`src/rtl/uart_tx_arbiter_if.sv`:
```
// Byte-stream requester bundle plus the UART transmitter handshake shared by the arbiter.
// The master modport is the arbiter's view; the slave modport is the requesters' and UART's view.
interface uart_tx_arbiter_if #(
    parameter int NREQ = 3
) ();
    logic [NREQ-1:0]   req_valid;
    logic [8*NREQ-1:0] req_data;
    logic [NREQ-1:0]   req_last;
    logic [NREQ-1:0]   req_ack;
    logic [7:0]        uart_tx_dat;
    logic              uart_tx_send;
    logic              uart_tx_ready;

    modport master (
        input  req_valid, req_data, req_last, uart_tx_ready,
        output req_ack, uart_tx_dat, uart_tx_send
    );

    modport slave (
        output req_valid, req_data, req_last, uart_tx_ready,
        input  req_ack, uart_tx_dat, uart_tx_send
    );
endinterface

```
`src/rtl/uart_tx_arbiter.sv`:
```
// Round-robin, packet-locked arbiter sharing one UART transmitter among NREQ byte streams.
// A grant holds until the packet's last byte, MAX_PKT bytes, or a STALL_LIMIT-cycle requester stall.
module uart_tx_arbiter #(
    parameter int NREQ         = 3,
    parameter int MAX_PKT      = 64,
    parameter int STALL_LIMIT  = 1024,
    parameter int BUSY_TIMEOUT = 4
) (
    input  logic                clk,
    input  logic                rst,
    uart_tx_arbiter_if.master   bus,
    output logic [NREQ-1:0]     grant,
    output logic [3:0]          debug_state
);
    localparam int PTR_W   = $clog2(NREQ);
    localparam int CNT_W   = $clog2(MAX_PKT + 1);
    localparam int STALL_W = $clog2(STALL_LIMIT + 1);
    localparam int BUSY_W  = $clog2(BUSY_TIMEOUT + 1);

    typedef enum logic [1:0] {
        IDLE      = 2'd0,
        SEND      = 2'd1,
        WAIT_BUSY = 2'd2,
        WAIT_DONE = 2'd3
    } state_t;

    state_t             state, state_nx;
    logic [NREQ-1:0]    grant_nx;
    logic [NREQ-1:0]    ack_q, ack_nx;
    logic [PTR_W-1:0]   rr_ptr, rr_ptr_nx;
    logic [PTR_W-1:0]   owner, owner_nx;
    logic [CNT_W-1:0]   byte_cnt, byte_cnt_nx;
    logic [STALL_W-1:0] stall_cnt, stall_cnt_nx;
    logic [BUSY_W-1:0]  busy_cnt, busy_cnt_nx;
    logic               last_q, last_nx;
    logic               send_q, send_nx;
    logic [7:0]         dat_q, dat_nx;
    logic               release_grant;

    logic [NREQ-1:0]    valid_rot;
    logic [PTR_W-1:0]   pick_ofs, pick;
    logic [PTR_W:0]     pick_sum;
    logic               found;

    logic [7:0]         owner_byte;
    logic               owner_valid, owner_last;

    assign owner_byte  = bus.req_data[{owner, 3'b000} +: 8];
    assign owner_valid = bus.req_valid[owner];
    assign owner_last  = bus.req_last[owner];

    // Rotate so bit 0 is the requester at rr_ptr; the lowest set bit then wins.
    assign valid_rot = NREQ'({bus.req_valid, bus.req_valid} >> rr_ptr);

    always_comb begin
        found    = 1'b0;
        pick_ofs = '0;
        for (int k = NREQ - 1; k >= 0; k--) begin
            if (valid_rot[k]) begin
                found    = 1'b1;
                pick_ofs = PTR_W'(k);
            end
        end
    end

    assign pick_sum = {1'b0, rr_ptr} + {1'b0, pick_ofs};
    assign pick     = (pick_sum >= (PTR_W+1)'(NREQ)) ? PTR_W'(pick_sum - (PTR_W+1)'(NREQ))
                                                     : PTR_W'(pick_sum);

    always_comb begin
        state_nx      = state;
        grant_nx      = grant;
        rr_ptr_nx     = rr_ptr;
        owner_nx      = owner;
        byte_cnt_nx   = byte_cnt;
        stall_cnt_nx  = stall_cnt;
        busy_cnt_nx   = busy_cnt;
        last_nx       = last_q;
        dat_nx        = dat_q;
        send_nx       = 1'b0;
        ack_nx        = '0;
        release_grant = 1'b0;

        case (state)
            IDLE: begin
                if (found) begin
                    owner_nx     = pick;
                    grant_nx     = NREQ'(1) << pick;
                    byte_cnt_nx  = '0;
                    stall_cnt_nx = '0;
                    state_nx     = SEND;
                end
            end
            SEND: begin
                if (owner_valid) begin
                    // Ready low with data present is back-pressure, not a stall.
                    if (bus.uart_tx_ready) begin
                        dat_nx       = owner_byte;
                        send_nx      = 1'b1;
                        ack_nx       = grant;
                        last_nx      = owner_last;
                        stall_cnt_nx = '0;
                        busy_cnt_nx  = '0;
                        if (byte_cnt != CNT_W'(MAX_PKT))
                            byte_cnt_nx = byte_cnt + 1'b1;
                        state_nx     = WAIT_BUSY;
                    end
                end else begin
                    if (stall_cnt != STALL_W'(STALL_LIMIT))
                        stall_cnt_nx = stall_cnt + 1'b1;
                    if (stall_cnt_nx == STALL_W'(STALL_LIMIT))
                        release_grant = 1'b1;
                end
            end
            WAIT_BUSY: begin
                if (!bus.uart_tx_ready || (busy_cnt + 1'b1) == BUSY_W'(BUSY_TIMEOUT))
                    state_nx = WAIT_DONE;
                else
                    busy_cnt_nx = busy_cnt + 1'b1;
            end
            WAIT_DONE: begin
                if (bus.uart_tx_ready) begin
                    if (last_q || byte_cnt == CNT_W'(MAX_PKT))
                        release_grant = 1'b1;
                    else
                        state_nx = SEND;
                end
            end
            default: state_nx = IDLE;
        endcase

        if (release_grant) begin
            grant_nx  = '0;
            rr_ptr_nx = (owner == PTR_W'(NREQ - 1)) ? '0 : owner + 1'b1;
            state_nx  = IDLE;
        end
    end

    always_ff @(posedge clk or posedge rst) begin
        if (rst) begin
            state     <= IDLE;
            grant     <= '0;
            rr_ptr    <= '0;
            owner     <= '0;
            byte_cnt  <= '0;
            stall_cnt <= '0;
            busy_cnt  <= '0;
            last_q    <= 1'b0;
            dat_q     <= '0;
            send_q    <= 1'b0;
            ack_q     <= '0;
        end else begin
            state     <= state_nx;
            grant     <= grant_nx;
            rr_ptr    <= rr_ptr_nx;
            owner     <= owner_nx;
            byte_cnt  <= byte_cnt_nx;
            stall_cnt <= stall_cnt_nx;
            busy_cnt  <= busy_cnt_nx;
            last_q    <= last_nx;
            dat_q     <= dat_nx;
            send_q    <= send_nx;
            ack_q     <= ack_nx;
        end
    end

    assign bus.req_ack      = ack_q;
    assign bus.uart_tx_dat  = dat_q;
    assign bus.uart_tx_send = send_q;
    assign debug_state      = {2'b00, state};
endmodule

```
`src/flat_wrapper.sv`:
```
// flat-port wrapper written by rule: the top's interface ports become plain ports
module uart_tx_arbiter_flat 
#(
    parameter int NREQ         = 3,
    parameter int MAX_PKT      = 64,
    parameter int STALL_LIMIT  = 1024,
    parameter int BUSY_TIMEOUT = 4
)
  (clk, rst, grant, debug_state, bus_req_valid, bus_req_data, bus_req_last, bus_uart_tx_ready, bus_req_ack, bus_uart_tx_dat, bus_uart_tx_send);
  uart_tx_arbiter_if #(.NREQ(NREQ)) bus_i ();
  input  logic clk;
  input  logic rst;
  output logic [NREQ-1:0] grant;
  output logic [3:0] debug_state;
  input wire logic [$bits(bus_i.req_valid)-1:0] bus_req_valid;
  input wire logic [$bits(bus_i.req_data)-1:0] bus_req_data;
  input wire logic [$bits(bus_i.req_last)-1:0] bus_req_last;
  input wire logic [$bits(bus_i.uart_tx_ready)-1:0] bus_uart_tx_ready;
  output wire logic [$bits(bus_i.req_ack)-1:0] bus_req_ack;
  output wire logic [$bits(bus_i.uart_tx_dat)-1:0] bus_uart_tx_dat;
  output wire logic [$bits(bus_i.uart_tx_send)-1:0] bus_uart_tx_send;
  assign bus_i.req_valid = bus_req_valid;
  assign bus_i.req_data = bus_req_data;
  assign bus_i.req_last = bus_req_last;
  assign bus_i.uart_tx_ready = bus_uart_tx_ready;
  assign bus_req_ack = bus_i.req_ack;
  assign bus_uart_tx_dat = bus_i.uart_tx_dat;
  assign bus_uart_tx_send = bus_i.uart_tx_send;
  uart_tx_arbiter #(.NREQ(NREQ), .MAX_PKT(MAX_PKT), .STALL_LIMIT(STALL_LIMIT), .BUSY_TIMEOUT(BUSY_TIMEOUT)) u_core (.clk(clk), .rst(rst), .bus(bus_i), .grant(grant), .debug_state(debug_state));
endmodule
```
`config.mk`:
```
export PLATFORM = sky130hd
export DESIGN_NAME = uart_tx_arbiter_flat
export DESIGN_NICKNAME = d
export VERILOG_FILES = /design/src/rtl/uart_tx_arbiter_if.sv /design/src/rtl/uart_tx_arbiter.sv /design/src/flat_wrapper.sv
export SDC_FILE = /design/constraint.sdc
export NUM_CORES = 1
export LEC_CHECK = 0
export ABC_CLOCK_PERIOD_IN_PS = 2600
export BUFFER_PORTS_ARGS = -buffer_cell sky130_fd_sc_hd__buf_2
export CORE_MARGIN = 4
export CORE_UTILIZATION = 40
export DETAILED_ROUTE_END_ITERATION = 16
export SLEW_MARGIN = 5
export SYNTH_ARGS = -nofsm -noshare
export SYNTH_HDL_FRONTEND = slang
export SYNTH_SLANG_ARGS = --single-unit
```
`constraint.sdc`:
```
create_clock -name clk -period 2.6 [get_ports clk]
set_input_delay 0.26 -clock clk [delete_from_list [all_inputs] [get_ports clk]]
set_output_delay 0.26 -clock clk [all_outputs]
set_load 0.05 [all_outputs]
```
Yosys cells after proc, flatten, opt, wreduce, memory -nomap -nowiden
Index checks and enable logic that the tools add are counted.

Bits in registers: 43. Output and inout bits: 19. Logic and storage cells: 108.

Add/sub/neg operators: 6. Order comparisons: 2. Equality and inequality tests: 21. Shifts and indexed selects: 3. Mux-type cells: 50. Reductions and logical operators: 15.

Operator list (number): $mux 11 (6); $mux 7 (4); $mux 3 (9); $mux 2 (12); $shiftx 24x6->8 (1); $pmux 11 s2 (1); $pmux 7 s2 (1); $mux 1 (12); $add 11x1->11 const B (1); $eq 11x11->1 const B (1); $ne 11x11->1 const B (1); $ne 3x1->1 const B (3); $ne 3x2->1 const B (3); $pmux 2 s4 (1); $reduce_bool 2->1 (4); $add 7x1->7 const B (1); $eq 7x7->1 const B (1); $ne 7x7->1 const B (1); $eq 2x2->1 const B (3); $ne 2x1->1 const B (3); $pmux 3 s2 (1); $reduce_and 3->1 (2); $reduce_and 6->1 (1); $shr 6x2->3 (1); other kinds (19) (23).

Depth between registers and ports, before layout
Gate-level depths: netlist of run 1.

Word-level depth: 11. Mapped depth: 13. Mapped depth without buffers: 12.

Least setup slack after synthesis of run 1
Ideal clock, no wire load.

Path type: register to register. Start point: reg u_core.rr_ptr[1]. End point: reg u_core.grant[0]. Library setup time: 0.133 ns. Arrival time: 2.489 ns. Data required time: 2.467 ns. Slack: -0.022 ns. Cell stages (with the launch flop): 11. Path buffers: 1. Clock period less this slack: 2.622 ns. Cells stage by stage: dfrtp_1 > clkbuf_1 > nor4b_1 > a21oi_1 > o21ai_0 > fa_1 > ha_1 > or3_1 > a21oi_1 > nand3b_1 > o22ai_1.

Cells in the longest elaborated chain, start to end: 11. Elaborated cells on any way between the ends: 17.

RTL lines: start: declaration (line uart_tx_arbiter.sv:30) `logic [PTR_W-1:0] rr_ptr, rr_ptr_nx;`; start signal: assignment (line uart_tx_arbiter.sv:155) `rr_ptr <= rr_ptr_nx;`; $shr 6x2->3 (line uart_tx_arbiter.sv:53) `assign valid_rot = NREQ'({bus.req_valid, bus.req_valid} >> rr_ptr);`; $mux 2 (3 in a row) (line uart_tx_arbiter.sv:59) `if (valid_rot[k]) begin`; $add 2x2->3 (line uart_tx_arbiter.sv:66) `assign pick_sum = {1'b0, rr_ptr} + {1'b0, pick_ofs};`; $ge 3x2->1 / $sub 2x2->2 (equally long branches) (line uart_tx_arbiter.sv:67) `assign pick = (pick_sum >= (PTR_W+1)'(NREQ)) ? PTR_W'(pick_sum - (PTR_W+1)'(NREQ))`; $mux 2 (line uart_tx_arbiter.sv:67); $shl 1x2->3 (line uart_tx_arbiter.sv:88) `grant_nx = NREQ'(1) << pick;`; $mux 3 (line uart_tx_arbiter.sv:86) `if (found) begin`; $mux 3 (line uart_tx_arbiter.sv:84) `case (state)`; $mux 3 (line uart_tx_arbiter.sv:132) `if (release_grant) begin`; end signal: assignment (line uart_tx_arbiter.sv:154) `grant <= grant_nx;`; end: declaration (line uart_tx_arbiter.sv:12) `output logic [NREQ-1:0] grant,`.

Parallel ways exist; a longest one is shown, timed or not. The select of a mux whose other input is x is not followed. A chain may end at the register's enable or synchronous reset.

Worst setup path in the final report of run 1
Ends and elaborated chain as after synthesis.

==> flow_summary_export.csv, run 1 <==
group,metric,value,unit
worst_setup_path,cp_num_buf_inv,1,
yosys,synth_cells,313,
yosys,synth_mux_area_frac,0.0592,
sta,max_freq,0.388,GHz
yosys,netlist_area,0.00275,mm²
final_layout,drive_gt1_frac,0.257,
status,outcome,"completed",
final_layout,diodes,0,
flow_run,drv_cap,0,
grt,grt_max_degree,29,
route,wire_per_inst,14.3,µm
cts,htree_levels,2,
sta,maxSlewViolCount,0,
grt,grt.met3_usage,0.0308,
final_layout,final_cells,447,
final_layout,final_nets,415,
floorplanning,die_w,90.9,µm
sta,holdWs,0.0599,ns
final_layout,syn2layout_area_growth,18.8,%
pwr,p_switching,1750,µW
route,vias_per_cell,5.45,
grt,grt_antenna_before_repair,0,
worst_setup_path,slowest_delay,0.50,ns
worst_setup_path,arrival,2.75,ns
worst_setup_path,cp-end-kind,"flop",
floorplanning,num_rows,29,
floorplanning,fp.dieArea,0.00826,mm²
pwr,pwr-share-comb,0.591,
final_layout,final_common_cell,"buf_2",
worst_setup_path,cp_data_required_time,2.78,ns
yosys,synth_edf_count,0,
pwr,cellLeakagePower,0.00154,µW
yosys,netlist.top_cell.by_area,"dfrtp_1",
yosys,yosys_warnings,0,
yosys,synth_compound_area_frac,0.189,
worst_setup_path,timing.rr.end,"u_core.grant[0]",
yosys,synth_top_family_by_area,"simple AND/OR/NAND/NOR gates",
sta,setup_viol,0,
yosys,yosys_most_used_dff,"dfrtp_1",
pwr,seqPwrFrac,0.288,
grt,grt_overflow_total,0,
grt,grt.busiest_layer,"met2",
worst_setup_path,timing.critical_path.fanout_max,7,
cts,clkLatencyLatePin,0.30,ns
yosys,yosysTopAreaCellShare,0.392,
yosys,synth_cell_type_count,55,
route,ant_nets,0,
worst_hold_path,hold_path.class,"in2async",
placed_design,place.gp.congestion,0.844,
grt,met1_usage,0.219,
floorplanning,start_util,0.423,
cts,clk_pin_slew_worst_paths,0.09,ns
cts,cts_setup_buffers,0,
route,routed_wirelength,6410,µm
pwr,clockPowerShare,0.120,
floorplanning,num_io_pins,52,
worst_setup_path,start_kind,"flop",
worst_setup_path,timing.rr.start,"u_core.rr_ptr[1]",
worst_setup_path,rrSetupSlack,0.02,ns
cts,cts_buffers,5,
yosys,ys_seq_area_frac,0.392,
worst_setup_path,cpMaxStageDelayCell,"fa_1",
worst_setup_path,setup.worst_path.class,"reg2reg",
yosys,ys_seq_elements,43,
route,drt-initial-drc-count,100,
sta,rsz0062_at_grt,"true",
cts,clock-root-buffer,"clkbuf_8",
grt,grt_use_total,0.161,
worst_setup_path,path_cells,"buf_4 > a21oi_2 > a21oi_2 > ha_2 > fa_1 > ha_2 > or3_4 > a21oi_4 > nand3b_1 > o22ai_1",
final_layout,n_fill_cell,625,
cts,hold_buffers,0,
pwr,p_sw_frac,0.492,
placed_design,dp_hpwl,4740,µm
grt,grt_pass1_wl,11100,µm
final_layout,layout_common_cells,"buf_2 (49), dfrtp_1 (42), nor2_1 (36), nand2_1 (34), o21ai_0 (31)",
placed_design,port_buffers,49,
yosys,synth-simple-area-share,0.224,
yosys,synth_area_leaders,"dfrtp_1 (39%), o21ai_0 (6.0%), ha_1 (5.5%)",
yosys,avgSynthCellArea,8.78,µm²
pwr,pwr_density_cell,1090,mW/mm²
grt,grtUsageMet2,0.267,
worst_setup_path,path_delay_family,"adder cells",
sta,timing.final.crit_period,2.58,ns
sta,worst_pin_slew,1.01,ns
route,firstDrtPassIters,4,
cts,cts_tree,"done",
pwr,p_int,1810,µW
route,num_vias,2434,
yosys,synthAdderAreaFrac,0.0619,
placed_design,dp_cells,439,
cts,cts_buffer_depth,2,
floorplanning,die_h,90.9,µm
route,drc,0,
cts,cts_sinks,43,
sta,hold_viol_final,0,
sta,worst_slack,0.0226,ns
sta,skew,0.00930,ns
floorplanning,core-area,0.00649,mm²
yosys,synth-xor-area-share,0.0319,
grt,grt_pass1_vias,2375,
yosys,asyncSetResetFlopFracSynth,1.00,
sta,period_share,0.991,
placed_design,pre_cts_ws,-0.0138,ns
sta,relSlewSlack,0.325,
worst_setup_path,reg2reg_depth,10,
pwr,ir_worst_vdd,0.462,mV
## layer usage
metal	up-vias	share of wire
li1	1229	-
met1	1151	0.49
met2	45	0.47
met3	9	0.036
met4	0	0.012
met5	-	0
## worst max-delay path by stage
stage | from | to | depth (start not counted)
after floorplan | u_core.rr_ptr[1] | u_core.grant[2] | 13
after global placement | bus_req_valid[1] | u_core.grant[2] | 12
after detailed placement | bus_req_valid[1] | u_core.grant[1] | 11
after CTS | u_core.rr_ptr[1] | u_core.grant[1] | 10
after global routing | u_core.rr_ptr[1] | u_core.grant[0] | 10
final | u_core.rr_ptr[1] | u_core.grant[0] | 10
## power by group through the flow
stage               registers [µW]  clock network (µW)  logic [µW]
floorplan                     1300                   0        1160
global placement              1030                   0        1930
detailed placement            1030                   0        1950
CTS                           1020                 445        1970
global route                  1050                 473        2330
finish                        1030                 429        2100
## kinds of logic after synthesis
| family | Yosys count |
|---|---|
| buf+inv | 27 |
| compound gates | 79 |
| xor+xnor | 10 |
| flops | 43 |
| simple gates | 125 |
| mux | 15 |
| fa+ha+maj | 13 |
| other cells | 1 |
## sequential cells by signal (all words and copies together) (netlist names), 2 cells and up
register and cells:
u_core.stall_cnt 11, u_core.busy_cnt 3, u_core.owner 2, u_core.rr_ptr 2, u_core.bus.req_ack 3, u_core.state 2, u_core.grant 3, u_core.bus.uart_tx_dat 8
u_core.byte_cnt 7
## synth_stat cells (all sizes together) (2+ instances only)
master / instances
a211oi: 2
a21oi: 18
and2: 5
and3: 4
buf: 7
clkbuf: 9
dfrtp: 43
ha: 12
inv: 11
mux2: 4
mux2i: 11
nand2: 34
nand2b: 3
nand3: 17
nand3b: 2
nand4: 7
nor2: 36
nor2b: 3
nor3: 6
nor4b: 2
o211ai: 2
o21ai: 33
o22ai: 6
o31ai: 5
o41ai: 3
xor2: 9
## per-stage QoR
stage,area [µm²],utilization,setup TNS (ns),total power (µW)
after floorplan,2760,-,0,2460
after global placement,3140,0.483,0,2960
after detailed placement,3140,0.483,-0.0138,2980
after CTS,3220,0.496,0,3440
after global routing,3260,0.502,-0.219,3860
final,3260,0.502,0,3560
## cell type report
type / instances / area (µm²) / area share
multi-input cells: 244 / 1610 / 0.493
clock buffers: 7 / 76.3 / 0.0234
flip-flops and latches: 43 / 1080 / 0.330
clock inverters: 1 / 5.00 / 0.00153
repair buffers: 64 / 358 / 0.110
inverters: 11 / 41.3 / 0.0127
well taps: 77 / 96.3 / 0.0295
## repair_timing
action                                  4_1_cts  5_1_grt
pin swaps                                     0        5
gates resized for setup                       2       11
hold endpoints to repair                      0        0
endpoints found under the setup margin        3        5
Note: power is estimated with default switching activity, not from simulation.
==> inputs of run 2 (changes only) <==
Settings changed: BUFFER_PORTS_ARGS -buffer_cell sky130_fd_sc_hd__buf_2 to not set, CORE_ASPECT_RATIO set to 1.75, DONT_BUFFER_PORTS set to 1.
==> flow_summary_export.csv, run 2 (synthesis gave the netlist of run 1 again) <==
group,metric,value,unit
status,outcome,"complete, but fails checks",
status,failed_checks,"negative setup slack",
route,drt-initial-drc-count,81,
floorplanning,num_io_pins,52,
floorplanning,start_util,0.417,
worst_hold_path,min_to,"u_core.bus.uart_tx_dat[6]",
worst_setup_path,arrival,2.76,ns
pwr,cellLeakagePower,0.00138,µW
final_layout,drive_gt1_frac,0.163,
sta,rsz0062_at_grt,"true",
grt,grt_pass1_wl,10800,µm
grt,grt.busiest_layer,"met2",
flow_run,drv_cap,0,
pwr,p_sw_frac,0.476,
grt,grtUsageMet2,0.295,
cts,cts_buffers,5,
grt,grt_pass1_vias,2362,
cts,cts_buffer_depth,2,
final_layout,layout_common_cells,"dfrtp_1 (42), nor2_1 (35), nand2_1 (34), o21ai_0 (31), buf_4 (18)",
worst_setup_path,setup.worst_path.class,"reg2reg",
worst_hold_path,hold_depth,2,
sta,holdWs,0.173,ns
cts,cts_tree,"done",
grt,met1_usage,0.160,
pwr,p_int,1910,µW
route,drc,0,
placed_design,dp_cells,395,
floorplanning,num_rows,39,
pwr,clockPowerShare,0.164,
placed_design,dp_hpwl,5000,µm
final_layout,fin_area,0.00312,mm²
cts,clkLatencyLatePin,0.29,ns
placed_design,port_buffers,0,
sta,relSlewSlack,0.379,
worst_setup_path,timing.critical_path.fanout_max,7,
final_layout,diodes,0,
worst_setup_path,start_kind,"flop",
cts,cts_sinks,43,
sta,skew,0.00403,ns
floorplanning,die_h,118,µm
placed_design,place.gp.congestion,0.871,
pwr,p_switching,1730,µW
grt,grt_overflow_total,0,
sta,timing.final.crit_period,2.61,ns
route,wire_per_inst,15.8,µm
pwr,seqPwrFrac,0.359,
worst_setup_path,timing.rr.start,"u_core.rr_ptr[1]",
grt,grt_use_total,0.159,
worst_setup_path,rrSetupSlack,-0.006,ns
final_layout,final_common_cell,"dfrtp_1",
route,vias_per_cell,5.61,
final_layout,final_core_util,0.474,
sta,worst_pin_slew,0.925,ns
sta,maxSlewViolCount,0,
worst_setup_path,cp_data_required_time,2.75,ns
route,ant_nets,0,
final_layout,final_cells,407,
placed_design,postPlaceCellArea,0.00290,mm²
sta,period_share,1.00,
route,num_vias,2284,
sta,worst_slack,-0.00562,ns
sta,setup_viol,1,
final_layout,regMostFlops,"u_core.stall_cnt",
worst_setup_path,cp-end-kind,"flop",
grt,grt_max_degree,27,
worst_setup_path,reg2reg_depth,11,
sta,hold_viol_final,0,
route,routed_wirelength,6420,µm
final_layout,final_nets,370,
floorplanning,die_w,70.7,µm
worst_setup_path,timing.rr.end,"u_core.grant[0]",
grt,grt.met3_usage,0.0453,
cts,clk_pin_slew_worst_paths,0.06,ns
worst_hold_path,hold_start,"bus_req_data[14]",
sta,max_freq,0.384,GHz
cts,clock-root-buffer,"clkbuf_16",
final_layout,largest_reg_flops,11,
pwr,ir_worst_vdd,0.630,mV
sta,setup_tns,-0.00562,ns
route,firstDrtPassIters,4,
worst_hold_path,hold_path.class,"in2reg",
cts,htree_levels,2,
final_layout,syn2layout_area_growth,13.7,%
pwr,pwr_density_cell,1170,mW/mm²
floorplanning,core-area,0.00659,mm²
grt,grt_antenna_before_repair,0,
pwr,pwr-share-comb,0.476,
floorplanning,fp.dieArea,0.00831,mm²
==> run 2: cell types whose count changed in the layout (fill, tap and decap cells not counted), moves of 2 or more <==
cell / delta
clkbuf_8: -5
clkinv_2: +2
buf_2: -49
clkbuf_16: +5
clkbuf_1: -2
buf_4: +3
==> run 2: worst max-delay path by stage <==
stage | slack (ns) | from | endpoint
final | -0.006 | u_core.rr_ptr[1] | u_core.grant[0]
after global routing | -0.12 | u_core.rr_ptr[1] | u_core.grant[0]
after CTS | 0.006 | u_core.rr_ptr[1] | u_core.grant[0]
after detailed placement | -0.12 | u_core.rr_ptr[1] | u_core.grant[1]
after global placement | 0.03 | u_core.rr_ptr[1] | u_core.grant[2]
after floorplan | 0.02 | u_core.rr_ptr[1] | u_core.grant[2]
==> run 2: repair_timing <==
| item | CTS | global route |
|---|---|---|
| pin swaps | 1 | 8 |
| buffers inserted | 1 | 2 |
| endpoints found under the hold margin | 25 | 0 |
| hold buffers | 1 | 0 |
| gates cloned | 0 | 0 |
| gates resized for setup | 8 | 7 |
| setup endpoints to repair | 4 | 4 |
==> run 2: per-layer routing <==
layer | share of wire | wire, µm
met5 | 0 | 0
met4 | 0.027 | 175
met3 | 0.058 | 371
met2 | 0.55 | 3510
met1 | 0.37 | 2360
==> run 2: worst max-delay path, cell delays in order, from the launching register on <==
cell and delay [ns]:
dfrtp_2 0.46, inv_2 0.09, nor2_2 0.05, a211oi_2 0.17, a21oi_1 0.07, ha_2 0.19
fa_1 0.51, ha_2 0.21, or3_4 0.35, a21oi_4 0.18, nand3b_1 0.12, o22ai_1 0.08
==> run 2: power by group through the flow <==
| stage | clock [µW] | combinational [µW] | sequential, µW |
|---|---|---|---|
| floorplan | 0 | 1160 | 1300 |
| global placement | 0 | 1500 | 1310 |
| detailed placement | 0 | 1540 | 1320 |
| CTS | 618 | 1680 | 1310 |
| global route | 639 | 1930 | 1340 |
| finish | 599 | 1730 | 1310 |
==> run 2: layout make-up <==
type | instances | area, µm²
inverter | 11 | 41.3
fill | 646 | 3460
timing repair buffer | 19 | 145
sequential | 43 | 1080
clock buffer | 5 | 125
tap | 82 | 103
multi-input combinational | 244 | 1620
clock inverter | 3 | 15.0
==> run 2: stage by stage <==
step                worst slack [ns]  power, µW
floorplan                     0.0155       2460
global placement              0.0319       2820
detailed placement            -0.115       2850
CTS                          0.00643       3610
global route                  -0.124       3910
finish                      -0.00562       3640
